**config.mk**
```make
export PLATFORM = sky130hd
export DESIGN_NAME = chi3_dual_pass_sequencer_flat
export DESIGN_NICKNAME = d
export VERILOG_FILES = /design/src/rtl/chi3_dual_pass_sequencer_if.sv /design/src/rtl/chi3_dual_pass_sequencer.sv /design/src/flat_wrapper.sv
export SDC_FILE = /design/constraint.sdc
export NUM_CORES = 1
export LEC_CHECK = 0
export ABC_AREA = 1
export CORE_ASPECT_RATIO = 0.9
export CORE_MARGIN = 2
export CORE_UTILIZATION = 57
export CTS_CLUSTER_SIZE = 28
export DETAILED_ROUTE_END_ITERATION = 10
export GPL_TIMING_DRIVEN = 1
export PLACE_DENSITY = 0.85
export SYNTH_ARGS = -nofsm -noshare
export SYNTH_HDL_FRONTEND = slang
export SYNTH_SLANG_ARGS = --single-unit
export TNS_END_PERCENT = 20
```
**constraint.sdc**
```tcl
create_clock -name clk -period 3.85 [get_ports clk]
set_input_delay 1.155 -clock clk [delete_from_list [all_inputs] [get_ports clk]]
set_output_delay 1.155 -clock clk [all_outputs]
set_load 0.02 [all_outputs]
```
**src/rtl/chi3_dual_pass_sequencer_if.sv**
```systemverilog
// Purpose : request/response bundle for chi3_dual_pass_sequencer.
// Ports   : in_valid/in_ready/in_data carry the request. out_valid/out_ready/out_data/out_err
//           carry the result. Rows are packed 6 bits each as {c1,c0,b1,b0,a1,a0}.
interface chi3_dual_pass_sequencer_if #(
  parameter int NROWS = 4
);
  logic                 in_valid;
  logic                 in_ready;
  logic [6*NROWS-1:0]   in_data;
  logic                 out_valid;
  logic                 out_ready;
  logic [6*NROWS-1:0]   out_data;
  logic                 out_err;

  // The slave side is the sequencer. The master side is the producer/consumer around it.
  modport slave (
    input  in_valid, in_data, out_ready,
    output in_ready, out_valid, out_data, out_err
  );

  modport master (
    output in_valid, in_data, out_ready,
    input  in_ready, out_valid, out_data, out_err
  );
endinterface

```
**src/rtl/chi3_dual_pass_sequencer.sv**
```systemverilog
// Purpose : runs each 2-share Chi3 row twice through one masked core and compares the passes
//           share-wise. The whole block is zeroed if any row disagrees.
// Latency : 2*NROWS+1 cycles from the accept edge to out_valid. Backpressure holds OUT until out_ready.
// Ports   : clk and rst (async, active-high). bus uses the slave modport. fi_mask_i is a fault-injection
//           hook that is only applied in P2. fault_sticky_o stays set until rst.
module chi3_dual_pass_sequencer #(
  parameter int NROWS = 4
) (
  input  logic                            clk,
  input  logic                            rst,
  chi3_dual_pass_sequencer_if.slave       bus,
  input  logic [5:0]                      fi_mask_i,
  output logic                            fault_sticky_o
);

  localparam int W  = 6 * NROWS;
  localparam int RW = (NROWS > 1) ? $clog2(NROWS) : 1;
  localparam logic [RW-1:0] LAST_ROW = RW'(NROWS - 1);

  typedef enum logic [1:0] {S_IDLE, S_P1, S_P2, S_OUT} state_e;

  state_e          state_q, state_d;
  logic [RW-1:0]   row_idx_q, row_idx_d;
  logic            mismatch_q, mismatch_d;
  logic            sticky_q, sticky_d;
  logic [W-1:0]    in_q;
  logic [W-1:0]    result_q;
  logic [5:0]      pass1_q;

  logic            accept;
  logic [5:0]      row_in;
  logic [5:0]      core_o;
  logic [5:0]      p2_val;
  logic            share0_ok;
  logic            share1_ok;
  logic            row_mismatch;

  // This is a masked Chi3 on one row {c1,c0,b1,b0,a1,a0}.
  // The nonlinear term (~x & y) is expanded over the shares. The inversion sits on share 0 only.
  // Each output share gathers cross products, but no wire ever holds x0^x1.
  function automatic logic [5:0] chi3_core(input logic [5:0] r);
    logic a0, a1, b0, b1, c0, c1;
    logic [5:0] o;
    a0 = r[0]; a1 = r[1];
    b0 = r[2]; b1 = r[3];
    c0 = r[4]; c1 = r[5];
    o[0] = a0 ^ (~b0 & c0) ^ (~b0 & c1);
    o[1] = a1 ^ ( b1 & c0) ^ ( b1 & c1);
    o[2] = b0 ^ (~c0 & a0) ^ (~c0 & a1);
    o[3] = b1 ^ ( c1 & a0) ^ ( c1 & a1);
    o[4] = c0 ^ (~a0 & b0) ^ (~a0 & b1);
    o[5] = c1 ^ ( a1 & b0) ^ ( a1 & b1);
    return o;
  endfunction

  assign accept = (state_q == S_IDLE) && bus.in_valid;
  assign row_in = in_q[6*row_idx_q +: 6];
  assign core_o = chi3_core(row_in);

  // The injected fault only reaches the second pass, so it always shows up as a disagreement.
  assign p2_val = core_o ^ ((state_q == S_P2) ? fi_mask_i : 6'd0);

  // Each share is compared only against the same share of the other pass.
  assign share0_ok    = (p2_val[0] == pass1_q[0]) && (p2_val[2] == pass1_q[2]) && (p2_val[4] == pass1_q[4]);
  assign share1_ok    = (p2_val[1] == pass1_q[1]) && (p2_val[3] == pass1_q[3]) && (p2_val[5] == pass1_q[5]);
  assign row_mismatch = !(share0_ok && share1_ok);

  // State register
  always_ff @(posedge clk or posedge rst) begin
    if (rst) begin
      state_q <= S_IDLE;
    end else begin
      state_q <= state_d;
    end
  end

  // Next-state logic
  always_comb begin
    state_d    = state_q;
    row_idx_d  = row_idx_q;
    mismatch_d = mismatch_q;
    sticky_d   = sticky_q;
    case (state_q)
      S_IDLE: begin
        if (bus.in_valid) begin
          state_d    = S_P1;
          row_idx_d  = '0;
          mismatch_d = 1'b0;
        end
      end
      S_P1: begin
        state_d = S_P2;
      end
      S_P2: begin
        if (row_mismatch) begin
          mismatch_d = 1'b1;
          sticky_d   = 1'b1;
        end
        if (row_idx_q == LAST_ROW) begin
          state_d = S_OUT;
        end else begin
          row_idx_d = row_idx_q + RW'(1);
          state_d   = S_P1;
        end
      end
      S_OUT: begin
        if (bus.out_ready) begin
          state_d = S_IDLE;
        end
      end
      default: begin
        state_d = S_IDLE;
      end
    endcase
  end

  // Output logic. out_data stays zero outside OUT and for a faulted request, so nothing leaks partially.
  always_comb begin
    bus.in_ready   = (state_q == S_IDLE);
    bus.out_valid  = (state_q == S_OUT);
    bus.out_err    = (state_q == S_OUT) && mismatch_q;
    bus.out_data   = ((state_q == S_OUT) && !mismatch_q) ? result_q : '0;
    fault_sticky_o = sticky_q;
  end

  // Datapath and control registers
  always_ff @(posedge clk or posedge rst) begin
    if (rst) begin
      row_idx_q  <= '0;
      mismatch_q <= 1'b0;
      sticky_q   <= 1'b0;
      in_q       <= '0;
      pass1_q    <= '0;
      result_q   <= '0;
    end else begin
      row_idx_q  <= row_idx_d;
      mismatch_q <= mismatch_d;
      sticky_q   <= sticky_d;
      if (accept) begin
        in_q <= bus.in_data;
      end
      if (state_q == S_P1) begin
        pass1_q <= core_o;
      end
      if (state_q == S_P2) begin
        result_q[6*row_idx_q +: 6] <= pass1_q;
      end
    end
  end

endmodule

```
**src/flat_wrapper.sv**
```systemverilog
// flat-port wrapper written by rule: the top's interface ports become plain ports
module chi3_dual_pass_sequencer_flat 
#(
  parameter int NROWS = 4
)
  (clk, rst, fi_mask_i, fault_sticky_o, bus_in_valid, bus_in_data, bus_out_ready, bus_in_ready, bus_out_valid, bus_out_data, bus_out_err);
  chi3_dual_pass_sequencer_if #(.NROWS(NROWS)) bus_i ();
  input  logic clk;
  input  logic rst;
  input  logic [5:0] fi_mask_i;
  output logic fault_sticky_o;
  input wire logic [$bits(bus_i.in_valid)-1:0] bus_in_valid;
  input wire logic [$bits(bus_i.in_data)-1:0] bus_in_data;
  input wire logic [$bits(bus_i.out_ready)-1:0] bus_out_ready;
  output wire logic [$bits(bus_i.in_ready)-1:0] bus_in_ready;
  output wire logic [$bits(bus_i.out_valid)-1:0] bus_out_valid;
  output wire logic [$bits(bus_i.out_data)-1:0] bus_out_data;
  output wire logic [$bits(bus_i.out_err)-1:0] bus_out_err;
  assign bus_i.in_valid = bus_in_valid;
  assign bus_i.in_data = bus_in_data;
  assign bus_i.out_ready = bus_out_ready;
  assign bus_in_ready = bus_i.in_ready;
  assign bus_out_valid = bus_i.out_valid;
  assign bus_out_data = bus_i.out_data;
  assign bus_out_err = bus_i.out_err;
  chi3_dual_pass_sequencer #(.NROWS(NROWS)) u_core (.clk(clk), .rst(rst), .bus(bus_i), .fi_mask_i(fi_mask_i), .fault_sticky_o(fault_sticky_o));
endmodule
```
## Yosys cells after proc, flatten, opt, wreduce, memory -nomap -nowiden

Index checks and enable logic that the tools add are counted.

| operators by class | value |
|---|---|
| add/subtract/negate cells | 2 |
| $mul | 1 |
| eq/ne operators | 14 |
| shift-type cells | 3 |
| muxes and demuxes | 13 |
| bitwise logic cells | 29 |
| reduce and logical (&&, ||, !) cells | 15 |

Operators by type and width:

| operator | number |
|---|---|
| 5-bit negation with 34-bit output | 1 |
| 6-bit by 34-bit variable shift with 24-bit output (first input constant) | 1 |
| 6-bit by 34-bit variable part select with 24-bit output | 1 |
| 24-bit bitwise mux | 1 |
| 24-bit 2-to-1 mux | 1 |
| 24-bit by 6-bit variable part select with 6-bit output | 1 |
| 1-bit bitwise AND | 12 |
| 1-bit bitwise XOR | 12 |
| 2-bit 2-to-1 mux | 5 |
| 1-bit logical AND | 8 |
| 2-bit != test (second input constant) | 4 |
| 2-bit one-hot mux with 4 select lines | 1 |
| 1-bit equality test | 6 |
| 2-bit equality test (second input constant) | 3 |
| 6-bit 2-to-1 mux | 1 |
| 3-bit AND reduction | 2 |
| 6-bit bitwise XOR | 1 |
| 2-bit by 2-bit multiplier with 4-bit output (first input constant) | 1 |
| 1-bit inverter | 4 |
| 2-bit one-hot mux with 2 select lines | 1 |
| 2-bit AND reduction | 2 |
| 2-bit by 1-bit adder with 2-bit output (second input constant) | 1 |
| 2-bit by 1-bit equality test with 1-bit output (second input constant) | 1 |
| 2-bit logical NOT | 1 |
| 4 further kinds | 5 |

| word-level totals | value |
|---|---|
| register bits after elaboration | 60 |
| input bits | 34 |
| output and inout port bits | 28 |

## Longest topological paths before layout

Gate-level depths: netlist of the first run.

| logic depth | value |
|---|---|
| depth in word-level cells | 13 |
| depth in mapped cells | 18 |

## Worst setup path before layout of the first run

Ideal clock, no wire load.

| timing path | value |
|---|---|
| path type | flip-flop to output port |
| from | reg u_core.state_q[0] |
| to | out bus_out_data[10] |
| arrival time | 1.276 ns |
| slack | 1.419 ns |
| stages on the path, launching flop included | 6 |
| buffers on the path | 1 |
| cell sequence | dfrtp_1 -> nand2_1 -> inv_1 -> nand2_1 -> clkbuf_1 -> nor2_1 |

| between the ends | value |
|---|---|
| cells in the longest elaborated chain, start to end | 3 |

Ends and longest elaborated chain:

| item | RTL line | RTL |
|---|---|---|
| start: declaration | chi3_dual_pass_sequencer.sv:22 | `state_e state_q, state_d;` |
| start signal: assignment | chi3_dual_pass_sequencer.sv:73 | `state_q <= state_d;` |
| 2-bit equality test | - |  |
| net bus_out_valid | flat_wrapper.sv:16 | `output wire logic [$bits(bus_i.out_valid)-1:0] bus_out_valid;` |
| 1-bit logical AND | chi3_dual_pass_sequencer.sv:122 | `bus.out_data = ((state_q == S_OUT) && !mismatch_q) ? result_q : '0;` |
| 24-bit 2-to-1 mux | chi3_dual_pass_sequencer.sv:122 |  |
| end: declaration | flat_wrapper.sv:17 | `output wire logic [$bits(bus_i.out_data)-1:0] bus_out_data;` |

The timed path passes the listed nets, and every way through them passes these cells.

## Final worst setup path of the first run

| timing path | value |
|---|---|
| from | reg u_core.state_q[0] |
| to | out bus_out_data[14] |

| between the ends | value |
|---|---|
| cells in the longest elaborated chain, start to end | 3 |

Ends and longest elaborated chain:

| item | RTL line |
|---|---|
| 2-bit equality test | chi3_dual_pass_sequencer.sv:122 |
| 1-bit logical AND | chi3_dual_pass_sequencer.sv:122 |
| 24-bit 2-to-1 mux | chi3_dual_pass_sequencer.sv:122 |

No other way between the ends.

==> impl_results.md, run 1 <==
- Critical Path RT: around 2700 ps
- Post-Layout Inst Area: 0.00435 mm2
- Post-Syn Area: around 0.0035 mm2
- Main synth FF type: dfrtp_1
- Syn_nets: 470
- H-tree Lvls: 3
- CTS sink count: 60
- Rows: 27
- Die X: ~87 um
- Final worst path period need: between 3000 and 4000 ps
- Post-CTS Setup Bufs: 0
- Skew-Pair Late Insertion Delay: 340 ps
- Post-Synthesis Cells: ~430
- Yosys cell types: 38
- Fill cell count: between 400 and 500
- Setup_tns: 0 ps
- Hold Fails Final Rpt: 0
- Multi-input gate area: approximately 0.0017 mm2
- WL/cell: around 13 um
- NumNets Final: 530
- Run status: completed
- Vias per cell: roughly 5.3
- Total grt overflow: 0
- DR pass1 iterations: 4
- CP peak stage delay: ~640 ps
- Worst vdd ir: between 400 and 500 uV
- Core area: just over 0.006 mm2
- Longest Clk Path Bufs: 2
- CTS tree: built
- CTS buffer count: 9
- Post-route worst setup slack: between 500 and 600 ps
- Maxcap violations: 0
- Critical Path Start Type: flop
- Async S/R FF share, synth: 1.00
- Setup Skew: 6.53 ps
- Leading area contributor after synthesis: dfrtp_1
- # diodes: 0
- Unrepaired setup endpoints after global routing: no
- Power density over cell area: between 800 and 900 mW/mm2
- Inst Count DP: about 550
- Top cell type's share of synthesized area: 0.423
- Slowest-stage cell, CP: clkdlybuf4s50_1
- GRT Total Usage: 0.239
- Final setup fails: 0
- Top delay family on crit path: simple AND/OR/NAND/NOR gates
- Fmax: 0.299 GHz
- Max-slew headroom: 0.319
- Die height: 78.9 um
- Synthesized area per cell: 8.23 um2
- Largest net degree at the start of global routing: 61
- CP most frequent cell: nand2_1
- Antenna violations before repair: 0
- Final WL: approximately 7500 um
- PortBufs: 61
- Most frequent cell after synthesis: nand2_1
- DP HPWL: approximately 5600 um
- Buf+Inv Stages, Crit Path: 2
- Die Area: around 0.0069 mm2
- CP Class: flop to output port
- Vias in the first global route: approximately 2900
- Post-CTS resize count: 0
- Finished Layout Cells: 568
- Final Max Tran Viols: 0
- Remaining DRCs: 0
- Routability cong.: 0.934
- First-iteration detailed-routing DRC count: approximately 180
- Starting density of the core: 0.584
- Place WS: 847 ps
- Critical path capture point type: output port
- CTS Hold Bufs: 0
- Worst-path cell chain: nand2_1 -> inv_1 -> nand2_1 -> nor2_1 -> clkdlybuf4s50_1
- Post-synth top cells: nand2_1, dfrtp_1, inv_1
- Pleak: approximately 2.0 nW
- IO Pins: 62
- Seq/Total Area, Yosys: 0.423
- First-pass GRT wire length: 12800 um
- Antenna Nets Post-Route: 0
- Fin crit share: 0.868
- P&R area growth vs syn: 22.7%
- Least-Margin Pin Slew: 1020 ps
- CTS root buf: clkbuf_8
- Syn. warnings: 0
- Seq cells post-synth: 60
- CP max FO: 24
- Share of cells above drive strength 1: 0.159
- HP Class: flop to flop
- Clock transition at the registers of the reported paths: roughly 60 ps
- Vias: between 3000 and 4000
- Post-place instance area: 0.00417 mm2
- Reg area: 0.00150 mm2
- Crit path DAT: 2190 ps
- Top post-synthesis cells by area: dfrtp_1, nand2_1, mux2_2
- EDFF count, synth: 0
worst register-to-register path: cells and delay by family, from the launching register on:
kind / cells / cell delay [ps]
flops: 1 / 590
compound gates: 3 / 610
buf+inv: 2 / 750
simple gates: 1 / 180
fa+ha+maj: 1 / 540
flip-flops by register name, indices dropped and copies added (netlist names):
| name | cells |
|---|---|
| u_core.state_q | 2 |
| u_core.row_idx_q | 2 |
| u_core.mismatch_q | 1 |
| u_core.result_q | 24 |
| u_core.fault_sticky_o | 1 |
| u_core.pass1_q | 6 |
| u_core.in_q | 24 |
where the power goes:
group          switching (mW)  total (mW)  internal, mW  leakage (nW)
Combinational            1.32        2.10         0.778          1.11
Clock                   0.240       0.535         0.295        0.0931
Sequential              0.190        1.05         0.864         0.759
stage by stage:
| stage | hold WS (ps) | utilization | total power [mW] |
|---|---|---|---|
| 2_1_floorplan | 449 | - | 2.73 |
| 3_3_place_gp | 454 | 0.686 | 3.05 |
| 3_5_place_dp | 461 | 0.686 | 3.13 |
| 4_1_cts | 476 | 0.716 | 3.68 |
| 5_1_grt | 508 | 0.716 | 4.03 |
| 6_report | 467 | 0.716 | 3.69 |
layout make-up:
cell class,count,area share
Multi-Input combinational cell,300,0.398
Sequential cell,60,0.345
Timing Repair Buffer,63,0.144
Inverter,57,0.0503
Clock buffer,11,0.0302
Tap cell,72,0.0207
Clock inverter,5,0.0121
kinds of logic after synthesis:
| logic type | after synthesis | share of synthesized area |
|---|---|---|
| AO/OA/AOI/OAI | 49 | 0.0839 |
| adder cells (fa/ha/maj) | 5 | 0.0176 |
| XOR/XNOR | 8 | 0.0197 |
| multiplexers | 24 | 0.0762 |
| AND/OR/NAND/NOR | 214 | 0.291 |
| buffers and inverters | 71 | 0.0881 |
| flip-flops | 60 | 0.423 |
worst paths after layout:
kind	slack, ps	startpoint	end	cells past startpoint
setup reg to reg	1040	u_core.row_idx_q[1]	u_core.result_q[16]	7
setup / recovery	510	u_core.state_q[0]	bus_out_data[14]	5
hold / removal	470	u_core.fault_sticky_o	u_core.fault_sticky_o	2
hold reg to reg	470	u_core.fault_sticky_o	u_core.fault_sticky_o	2
min in group asynchronous	1340	rst	u_core.result_q[16]	3
max in group asynchronous	2020	rst	u_core.in_q[8]	3
metal layers:
layer / GRT usage / vias up / share of wire / wire length [um]
met1: 0.284 / 1435 / 0.42 / 3150
met2: 0.421 / 69 / 0.53 / 3950
met4: 0.0677 / 0 / 0.011 / 80
met5: 0 / - / 0 / 0
li1: - / 1518 / - / -
met3: 0.0686 / 9 / 0.041 / 306
placed cells by master, fill, tap and decap left out, drive strengths merged, types with 6 or more instances in the layout:
cell / n
clkdlybuf4s50: 61
mux2: 24
xor2: 6
o21ai: 15
clkbuf: 11
nand2: 125
nand3: 32
inv: 56
o22ai: 18
nand4: 7
dfrtp: 60
nor2: 44
Note: power is estimated with default switching activity, not from simulation.
==> run 2, diff against run 1 <==
--- a/config.mk
+++ b/config.mk
@@ -8,11 +8,11 @@
 export ABC_AREA = 1
 export CORE_ASPECT_RATIO = 0.9
 export CORE_MARGIN = 2
-export CORE_UTILIZATION = 57
+export CORE_UTILIZATION = 53
 export CTS_CLUSTER_SIZE = 28
 export DETAILED_ROUTE_END_ITERATION = 10
 export GPL_TIMING_DRIVEN = 1
-export PLACE_DENSITY = 0.85
+export PLACE_DENSITY = 0.8
 export SYNTH_ARGS = -nofsm -noshare
 export SYNTH_HDL_FRONTEND = slang
 export SYNTH_SLANG_ARGS = --single-unit
==> constraint.sdc (replaced) <==
create_clock -name clk -period 3.2 [get_ports clk]
set_input_delay 0.96 -clock clk [delete_from_list [all_inputs] [get_ports clk]]
set_output_delay 0.96 -clock clk [all_outputs]
set_load 0.02 [all_outputs]
==> impl_results.md, run 2 (same netlist as run 1, synthesis figures left out) <==
- Run status: completed
- Commonest cells after routing, fill and taps aside: nand2_1, clkdlybuf4s50_1, dfrtp_1
- Critical path capture point type: output port
- Vias in the first global route: about 3100
- Max-slew headroom: 0.451
- Critical Path Start Type: flop
- NumNets Final: 533
- Vias per cell: roughly 5.3
- Setup crit start: u_core.state_q[0]
- DP HPWL: 6080 um
- Reg2reg start: u_core.row_idx_q[0]
- Core area: 0.00652 mm2
- GRT Total Usage: 0.236
- Antenna violations before repair: 0
- Largest net degree at the start of global routing: 33
- First-iteration detailed-routing DRC count: 196
- WL/cell: about 14 um
- IO Pins: 62
- Commonest non-fill, non-tap cell in the layout: nand2_1
- CP Class: flop to output port
- PortBufs: 61
- Total grt overflow: 0
- Post-CTS Setup Bufs: 0
- Share of cells above drive strength 1: 0.163
- Met3 routed WL: about 400 um
- Hold path start: u_core.fault_sticky_o
- Die Area: about 0.0074 mm2
- Clock transition at the registers of the reported paths: roughly 70 ps
- Worst hold slack: approximately 480 ps
- Rows: 28
- Final worst path period need: approximately 2900 ps
- CTS tree: built
- Vias: around 3100
- Met2 routed WL: between 4000 and 5000 um
- Die X: between 90 and 100 um
- Maxcap violations: 0
- CTS root buf: clkbuf_8
- CTS Hold Bufs: 0
- Pleak: around 2.0 nW
- CTS buffer count: 9
- Setup_tns: 0 ps
- Final WL: between 8000 and 9000 um
- Unrepaired setup endpoints after global routing: no
- Die height: 81.6 um
- DRT met1 WL: between 3000 and 4000 um
- HP Class: flop to flop
- Least-Margin Pin Slew: 821 ps
- Hold Fails Final Rpt: 0
- DR pass1 iterations: 5
- Fin crit share: 0.900
- Post-Layout Inst Area: 0.00440 mm2
- Setup Skew: 12.1 ps
- Post-CTS resize count: 0
- Final setup fails: 0
- Power density over cell area: between 1000 and 1500 mW/mm2
- Final core occ: 0.675
- Worst vdd ir: about 520 uV
- H-tree Lvls: 3
- Skew-Pair Late Insertion Delay: about 340 ps
- # diodes: 0
- Post-place instance area: between 0.004 and 0.005 mm2
- Remaining DRCs: 0
- Antenna Nets Post-Route: 0
- CTS sink count: 60
- P&R area growth vs syn: 23.9%
- CP max FO: 24
- R2r setup slk: roughly 630 ps
- Largest registers: u_core.in_q: 24 flops, u_core.result_q: 24 flops, u_core.pass1_q: 6 flops
- Starting density of the core: 0.545
- Max layer used: met4
- Routability cong.: approximately 0.9
- Critical Path RT: 2240 ps
- First-pass GRT wire length: 13800 um
- Crit path DAT: approximately 1900 ps
- Fmax: 0.347 GHz
- Longest Clk Path Bufs: 2
- Final Max Tran Viols: 0
==> run 2: cell count changes in the layout (fill, tap and decap cells not counted) <==
cell,delta
clkbuf_8,+2
buf_12,+1
buf_4,+2
bufinv_16,-1
clkinv_2,-1
clkinvlp_4,-1
==> run 2: final cells by class <==
type                       count  area [um2]
fill                         539        2120
multi-input combinational    300        1730
sequential                    60        1500
timing repair buffer          66         661
inverter                      57         219
clock buffer                  13         159
tap                           90         113
clock inverter                 2        10.0
==> run 2: report_power, final <==
group | switching (mW) | internal [mW] | leakage, nW
Combinational | 1.66 | 0.951 | 1.13
Clock | 0.288 | 0.317 | 0.0893
Sequential | 0.204 | 1.04 | 0.759
Total | 2.16 | 2.31 | 1.98
==> run 2: critical path: stages, from the launching register on <==
cell             delay, ps
dfrtp_1                400
nand2_1                100
inv_1                   90
nand2_1                 50
buf_4                  200
nor2_1                 120
clkdlybuf4s50_1        620
==> run 2: path summary, 6_finish.rpt <==
kind | end | cells after the start
min in group asynchronous | u_core.in_q[20] | 2
min reg2reg | u_core.fault_sticky_o | 2
max | bus_out_data[20] | 6
max in group asynchronous | u_core.pass1_q[4] | 3
max reg2reg | u_core.result_q[16] | 7
min | u_core.fault_sticky_o | 2
==> run 2: per-stage QoR <==
stage / power [mW] / setup slack, ps / instances
final: 4.46 / 320 / 588
after global routing: 4.85 / 176 / 588
after CTS: 4.45 / 306 / 588
after detailed placement: 3.83 / 654 / 573
after global placement: 3.72 / 705 / 573
after floorplan: 3.28 / 755 / 431
==> run 2: routing by layer <==
metal / vias up / track usage
met5: - / 0
met4: 0 / 0.112
met3: 22 / 0.0349
met2: 120 / 0.428
met1: 1478 / 0.283
li1: 1524 / -
